### src/rtl/apb_master_slave_if.sv
// System request/response and exported APB bus signals for apb_master_slave.
// master: the design's view (drives bus and status); slave: the requester/observer view.
interface apb_master_slave_if;
   logic [7:0]  addr;
   logic [31:0] data;
   logic        data_valid;
   logic        data_dir;
   logic [31:0] wait_cycle;
   logic [31:0] read_out_data;
   logic        transaction_done;
   logic        transaction_error;
   logic        apb_selx;
   logic        apb_en;
   logic        apb_write;
   logic [7:0]  apb_addr;
   logic [31:0] apb_wdata;
   logic [31:0] apb_rdata;
   logic        apb_ready;
   logic        apb_slverr;

   modport master (
      input  addr, data, data_valid, data_dir, wait_cycle,
      output read_out_data, transaction_done, transaction_error,
      output apb_selx, apb_en, apb_write, apb_addr, apb_wdata,
      output apb_rdata, apb_ready, apb_slverr
   );

   modport slave (
      output addr, data, data_valid, data_dir, wait_cycle,
      input  read_out_data, transaction_done, transaction_error,
      input  apb_selx, apb_en, apb_write, apb_addr, apb_wdata,
      input  apb_rdata, apb_ready, apb_slverr
   );
endinterface

### src/rtl/apb_master_slave.sv
// APB master FSM plus register-file slave; done pulses the cycle after ACCESS sees ready or times out
// (min 3 cycles from acceptance). Requests arriving outside IDLE are dropped, not queued.
module apb_master_slave #(
   parameter int MEM_DEPTH      = 64,
   parameter int TIMEOUT_CYCLES = 16
) (
   input  logic                apb_clk,
   input  logic                apb_reset,
   apb_master_slave_if.master  bus
);
   localparam int AW = (MEM_DEPTH > 1) ? $clog2(MEM_DEPTH) : 1;
   localparam int CW = $clog2(TIMEOUT_CYCLES + 1);

   typedef enum logic [1:0] {IDLE, SETUP, ACCESS} state_t;

   state_t        state, state_nxt;
   logic [CW-1:0] acc_cnt;
   logic          done_nxt, err_nxt;
   logic [31:0]   slv_cnt;
   logic [31:0]   mem [MEM_DEPTH];
   logic [AW-1:0] mem_idx;
   logic          addr_ok, xfer_ok;

   assign bus.apb_selx   = (state != IDLE);
   assign bus.apb_en     = (state == ACCESS);
   assign bus.apb_ready  = bus.apb_selx & bus.apb_en & (slv_cnt >= bus.wait_cycle);
   assign addr_ok        = ({24'd0, bus.apb_addr} < 32'(MEM_DEPTH));
   assign bus.apb_slverr = bus.apb_ready & ~addr_ok;
   assign xfer_ok        = bus.apb_ready & addr_ok;
   assign mem_idx        = bus.apb_addr[AW-1:0];
   assign bus.apb_rdata  = (xfer_ok & ~bus.apb_write) ? mem[mem_idx] : '0;

   always_ff @(posedge apb_clk) begin
      if (apb_reset) state <= IDLE;
      else           state <= state_nxt;
   end

   always_comb begin
      state_nxt = state;
      done_nxt  = 1'b0;
      err_nxt   = 1'b0;
      case (state)
         IDLE:   if (bus.data_valid) state_nxt = SETUP;
         SETUP:  state_nxt = ACCESS;
         ACCESS: begin
            // ready takes priority over timeout when both land on the same cycle
            if (bus.apb_ready) begin
               state_nxt = IDLE;
               done_nxt  = 1'b1;
               err_nxt   = bus.apb_slverr;
            end else if (acc_cnt == CW'(TIMEOUT_CYCLES - 1)) begin
               state_nxt = IDLE;
               done_nxt  = 1'b1;
               err_nxt   = 1'b1;
            end
         end
         default: state_nxt = IDLE;
      endcase
   end

   always_ff @(posedge apb_clk) begin
      if (apb_reset) begin
         acc_cnt               <= '0;
         bus.apb_write         <= 1'b0;
         bus.apb_addr          <= '0;
         bus.apb_wdata         <= '0;
         bus.read_out_data     <= '0;
         bus.transaction_done  <= 1'b0;
         bus.transaction_error <= 1'b0;
      end else begin
         bus.transaction_done  <= done_nxt;
         bus.transaction_error <= err_nxt;
         if (state == IDLE && bus.data_valid) begin
            bus.apb_addr  <= bus.addr;
            bus.apb_wdata <= bus.data;
            bus.apb_write <= bus.data_dir;
         end
         if (state == ACCESS && state_nxt == ACCESS) acc_cnt <= acc_cnt + 1'b1;
         else                                         acc_cnt <= '0;
         if (xfer_ok && !bus.apb_write) bus.read_out_data <= bus.apb_rdata;
      end
   end

   always_ff @(posedge apb_clk) begin
      if (apb_reset) begin
         slv_cnt <= '0;
         for (int i = 0; i < MEM_DEPTH; i++) mem[i] <= '0;
      end else begin
         slv_cnt <= (bus.apb_selx & bus.apb_en) ? slv_cnt + 32'd1 : '0;
         if (xfer_ok && bus.apb_write) mem[mem_idx] <= bus.apb_wdata;
      end
   end
endmodule

### src/flat_wrapper.sv
// flat-port wrapper written by rule: the top's interface ports become plain ports
module apb_master_slave_flat 
#(
   parameter int MEM_DEPTH      = 64,
   parameter int TIMEOUT_CYCLES = 16
)
  (apb_clk, apb_reset, bus_addr, bus_data, bus_data_valid, bus_data_dir, bus_wait_cycle, bus_read_out_data, bus_transaction_done, bus_transaction_error, bus_apb_selx, bus_apb_en, bus_apb_write, bus_apb_addr, bus_apb_wdata, bus_apb_rdata, bus_apb_ready, bus_apb_slverr);
  apb_master_slave_if bus_i ();
  input  logic apb_clk;
  input  logic apb_reset;
  input wire logic [$bits(bus_i.addr)-1:0] bus_addr;
  input wire logic [$bits(bus_i.data)-1:0] bus_data;
  input wire logic [$bits(bus_i.data_valid)-1:0] bus_data_valid;
  input wire logic [$bits(bus_i.data_dir)-1:0] bus_data_dir;
  input wire logic [$bits(bus_i.wait_cycle)-1:0] bus_wait_cycle;
  output wire logic [$bits(bus_i.read_out_data)-1:0] bus_read_out_data;
  output wire logic [$bits(bus_i.transaction_done)-1:0] bus_transaction_done;
  output wire logic [$bits(bus_i.transaction_error)-1:0] bus_transaction_error;
  output wire logic [$bits(bus_i.apb_selx)-1:0] bus_apb_selx;
  output wire logic [$bits(bus_i.apb_en)-1:0] bus_apb_en;
  output wire logic [$bits(bus_i.apb_write)-1:0] bus_apb_write;
  output wire logic [$bits(bus_i.apb_addr)-1:0] bus_apb_addr;
  output wire logic [$bits(bus_i.apb_wdata)-1:0] bus_apb_wdata;
  output wire logic [$bits(bus_i.apb_rdata)-1:0] bus_apb_rdata;
  output wire logic [$bits(bus_i.apb_ready)-1:0] bus_apb_ready;
  output wire logic [$bits(bus_i.apb_slverr)-1:0] bus_apb_slverr;
  assign bus_i.addr = bus_addr;
  assign bus_i.data = bus_data;
  assign bus_i.data_valid = bus_data_valid;
  assign bus_i.data_dir = bus_data_dir;
  assign bus_i.wait_cycle = bus_wait_cycle;
  assign bus_read_out_data = bus_i.read_out_data;
  assign bus_transaction_done = bus_i.transaction_done;
  assign bus_transaction_error = bus_i.transaction_error;
  assign bus_apb_selx = bus_i.apb_selx;
  assign bus_apb_en = bus_i.apb_en;
  assign bus_apb_write = bus_i.apb_write;
  assign bus_apb_addr = bus_i.apb_addr;
  assign bus_apb_wdata = bus_i.apb_wdata;
  assign bus_apb_rdata = bus_i.apb_rdata;
  assign bus_apb_ready = bus_i.apb_ready;
  assign bus_apb_slverr = bus_i.apb_slverr;
  apb_master_slave #(.MEM_DEPTH(MEM_DEPTH), .TIMEOUT_CYCLES(TIMEOUT_CYCLES)) u_core (.apb_clk(apb_clk), .apb_reset(apb_reset), .bus(bus_i));
endmodule
### config.mk
export PLATFORM = sky130hd
export DESIGN_NAME = apb_master_slave_flat
export DESIGN_NICKNAME = d
export VERILOG_FILES = /design/src/rtl/apb_master_slave_if.sv /design/src/rtl/apb_master_slave.sv /design/src/flat_wrapper.sv
export SDC_FILE = /design/constraint.sdc
export NUM_CORES = 2
export LEC_CHECK = 0
export CORE_ASPECT_RATIO = 1.75
export CORE_UTILIZATION = 39
export DETAILED_ROUTE_END_ITERATION = 16
export PLACE_DENSITY = 0.52
export SLEW_MARGIN = 20
export SYNTH_ARGS = -nofsm -noshare
export SYNTH_HDL_FRONTEND = slang
export SYNTH_SLANG_ARGS = --single-unit
### constraint.sdc
create_clock -name apb_clk -period 3.5 [get_ports apb_clk]
set_input_delay 0.525 -clock apb_clk [delete_from_list [all_inputs] [get_ports apb_clk]]
set_output_delay 0.525 -clock apb_clk [all_outputs]
set_load 0.005 [all_outputs]
==> flow_metrics.env <==
export IMPL_hold_start="bus_data[0]"
export IMPL_die_height_um=674
export IMPL_grt_pass1_vias=64300
export IMPL_violations="negative setup slack"
export IMPL_yosys_most_used_dff="edfxtp_1"
export IMPL_crit_slowest_cell="mux4_2"
export IMPL_final_common_cell="and2_1"
export IMPL_cts_tree="built"
export IMPL_clock_fmax_mhz=226
export IMPL_die_area_um2=260000
export IMPL_synth_cell_area_um2=101000
export IMPL_swShare_pct=25.5
export IMPL_synth_top_cell_by_area="edfxtp_1"
export IMPL_area_growth_pct=24.5
export IMPL_synth_warnings=0
export IMPL_hold_buffers=0
export IMPL_cp_arrival_ps=3910
export IMPL_drive_above_1_share_pct=29.5
export IMPL_crit_path_frequent_cell="buf_6"
export IMPL_placementRows=246
export IMPL_detail_route_first_pass_iterations=6
export IMPL_period_share_pct=127
export IMPL_die_w_um=386
export IMPL_async_reset_ff_share_pct=0
export IMPL_synth_seq_area_share_pct=63.6
export IMPL_ys_seq_elements=2168
export IMPL_switchingPower_mw=15.4
export IMPL_finalNetCount=7965
export IMPL_pin_count=187
export IMPL_period_needed_ps=4430
export IMPL_track_usage_pct=28.7
export IMPL_cts_buffers=213
export IMPL_p_clk_share_pct=38.1
export IMPL_irDropWorstVdd_mv=0.387
export IMPL_syn_inst=6993
export IMPL_holdWs_ps=172
export IMPL_setup_violations=32
export IMPL_yosys_area_top_type_share_pct=61.2
export IMPL_via_count=63900
export IMPL_syn_area_per_cell_um2=14.4
export IMPL_reg2reg_setup_slack_ps=210
export IMPL_viasPerCell=5.62
export IMPL_preCtsSetupSlack_ps=-1240
export IMPL_core_um2=256000
export IMPL_startpoint_type="flop"
export IMPL_slew_viol_final=0
export IMPL_worstReg2RegEnd="u_core.mem[17][10]"
export IMPL_path_clk_slew_ps=60
export IMPL_maxCapViolations=0
export IMPL_cts_sinks=2168
export IMPL_hold_violations=0
export IMPL_worstMarginPinSlew_ps=1220
export IMPL_min_path_cells=3
export IMPL_layout_common_cells="and2_1, edfxtp_1, buf_4, mux2i_1, mux4_2"
export IMPL_synth_enable_flop_cells=2048
export IMPL_cp_end_kind="output pin"
export IMPL_slew_headroom_pct=18.7
export IMPL_hpwlAfterDp_um=248000
export IMPL_wl_per_cell_um=33.4
export IMPL_path_cells="buf_16 -> buf_16 -> buf_12 -> mux4_2 -> mux4_2 -> o22ai_2 -> buf_6 -> a311o_1 -> buf_6 -> nor2_4 -> buf_6"
export IMPL_internal_power_mw=44.9
export IMPL_portBuffers=186
export IMPL_ant_nets=0
export IMPL_combPwrFrac_pct=13.0
export IMPL_clock_skew_ps=55.8
export IMPL_initial_utilization_pct=39.2
export IMPL_cts_path_max_buffers=4
export IMPL_grt_pass1_wl_um=515000
export IMPL_cpPeakStageDelay_ps=610
export IMPL_gp_congestion=0.885
export IMPL_power_mw=60.3
export IMPL_htreeDepth=4
export IMPL_critPathMaxFanout=7
export IMPL_timing_rr_start="u_core.slv_cnt[0]"
export IMPL_routed_wl_um=380000
export IMPL_hold_path_class="in2reg"
export IMPL_drt_iter0_drc=6118
export IMPL_required_ps=2970
export IMPL_layout_setup_ws_ps=-931
export IMPL_grt_setup_unrepaired="true"
export IMPL_r2r_cells=14
export IMPL_drc=0
export IMPL_synthTopCellsByArea="edfxtp_1, and2_1, mux4_2"
export IMPL_syn_nets=7104
export IMPL_cts_root_buf="clkbuf_16"
export IMPL_synth_cell_types=82
export IMPL_p_leak_nw=46.1
export IMPL_criticalPathCategory="reg2out"
export IMPL_hold_end="u_core.bus.apb_wdata[0]"
export IMPL_status="finished, violations left"
export IMPL_gr_total_overflow=0
export IMPL_clkLatencyLatePin_ps=910
export IMPL_grt_antenna_before_repair=25
export IMPL_power_density_nw_per_um2=482
export IMPL_grt_max_degree=119
export IMPL_pwr_share_seq_pct=48.9
==> routing by layer <==
| metal | part of all wire, % | global-route usage, % | vias up |
|---|---|---|---|
| met3 | 6.1 | 3.98 | 704 |
| met4 | 7.4 | 18.6 | 0 |
| met5 | 0 | 0 | - |
| met2 | 50 | 49.4 | 2475 |
| met1 | 36 | 33.3 | 33300 |
| li1 | - | - | 27400 |
==> final cells by class <==
class	count	area (um2)
clock buffer	272	5680
sequential	2168	64000
timing repair buffer	1336	14200
multi-input combinational	4088	35900
inverter	47	183
tap	3348	4190
antenna	10	25.0
clock inverter	109	975
fill	22000	131000
==> kinds of logic (layout without fill, tap and decap cells) <==
kind of cell / Yosys count / after routing / share of synthesized area (%)
simple gates: 2599 / 2599 / 15.9
flops: 2168 / 2168 / 63.6
compound gates: 680 / 680 / 4.84
fa+ha+maj: 35 / 35 / 0.436
xor+xnor: 28 / 28 / 0.244
buf+inv: 737 / 1764 / 3.89
mux: 746 / 746 / 11.1
other cells: 0 / 10 / 0
==> power groups by stage <==
stage                     registers, mW  logic [mW]  clock network (mW)
after floorplan                    29.8        2.83                   0
after global placement             30.0        6.53                   0
after detailed placement           30.0        6.54                   0
after CTS                          29.5        7.38                23.3
after global routing               29.5        7.99                24.1
final                              29.5        7.84                23.0
==> stage by stage <==
stage,cell area [um2],setup TNS (ps),utilization (%),instances
after floorplan,101000,0,-,6993
after global placement,112000,-2448370,43.7,10700
after detailed placement,112000,-2376120,43.7,10700
after CTS,123000,-30040,47.9,11300
after global routing,125000,-26810,48.8,11400
final,125000,-25390,48.8,11400
==> flip-flops by register name (all words and copies together) (netlist names), named ones only <==
signal	flops
u_core.bus.apb_addr	8
u_core.bus.apb_wdata	32
u_core.bus.transaction_error	1
u_core.acc_cnt	5
u_core.bus.apb_write	1
u_core.bus.read_out_data	32
u_core.slv_cnt	32
u_core.bus.transaction_done	1
u_core.state	2
u_core.mem	2048
==> how the worst max path moves through the flow <==
| stage | endpoint | depth (start not counted) | slack (ps) | start |
|---|---|---|---|---|
| floorplan | u_core.mem[5][0] | 11 | 410 | bus_wait_cycle[13] |
| global placement | bus_apb_rdata[23] | 11 | -1240 | flop |
| detailed placement | bus_apb_rdata[23] | 11 | -1240 | flop |
| CTS | bus_apb_rdata[0] | 11 | -1120 | flop |
| global route | bus_apb_rdata[0] | 11 | -930 | flop |
| finish | bus_apb_rdata[0] | 11 | -930 | flop |
==> Yosys cell counts (76+ instances only) <==
cell type  count
mux4_2       262
dfxtp_1      120
or2_2         76
a221oi_1     195
mux2i_1      458
a21oi_1      161
o21ai_0       87
and2_1      2056
edfxtp_1    2048
nand2_1      130
nor2_1       106
clkbuf_1     445
buf_2        115
==> worst max-delay path: cells and delay by family (launching register included) <==
family                 cells  cell delay, ps
AND/OR/NAND/NOR            1              30
flip-flops                 1             440
buffers and inverters      6             970
multiplexers               2            1180
AO/OA/AOI/OAI              2             330
==> timing repair <==
item	CTS	global route
setup buffers	143	143
pin swaps	123	154
setup endpoints to repair	1486	34
gates resized for setup	634	358
cloned	15	7
No activity file was read; power rests on OpenSTA's default activity.
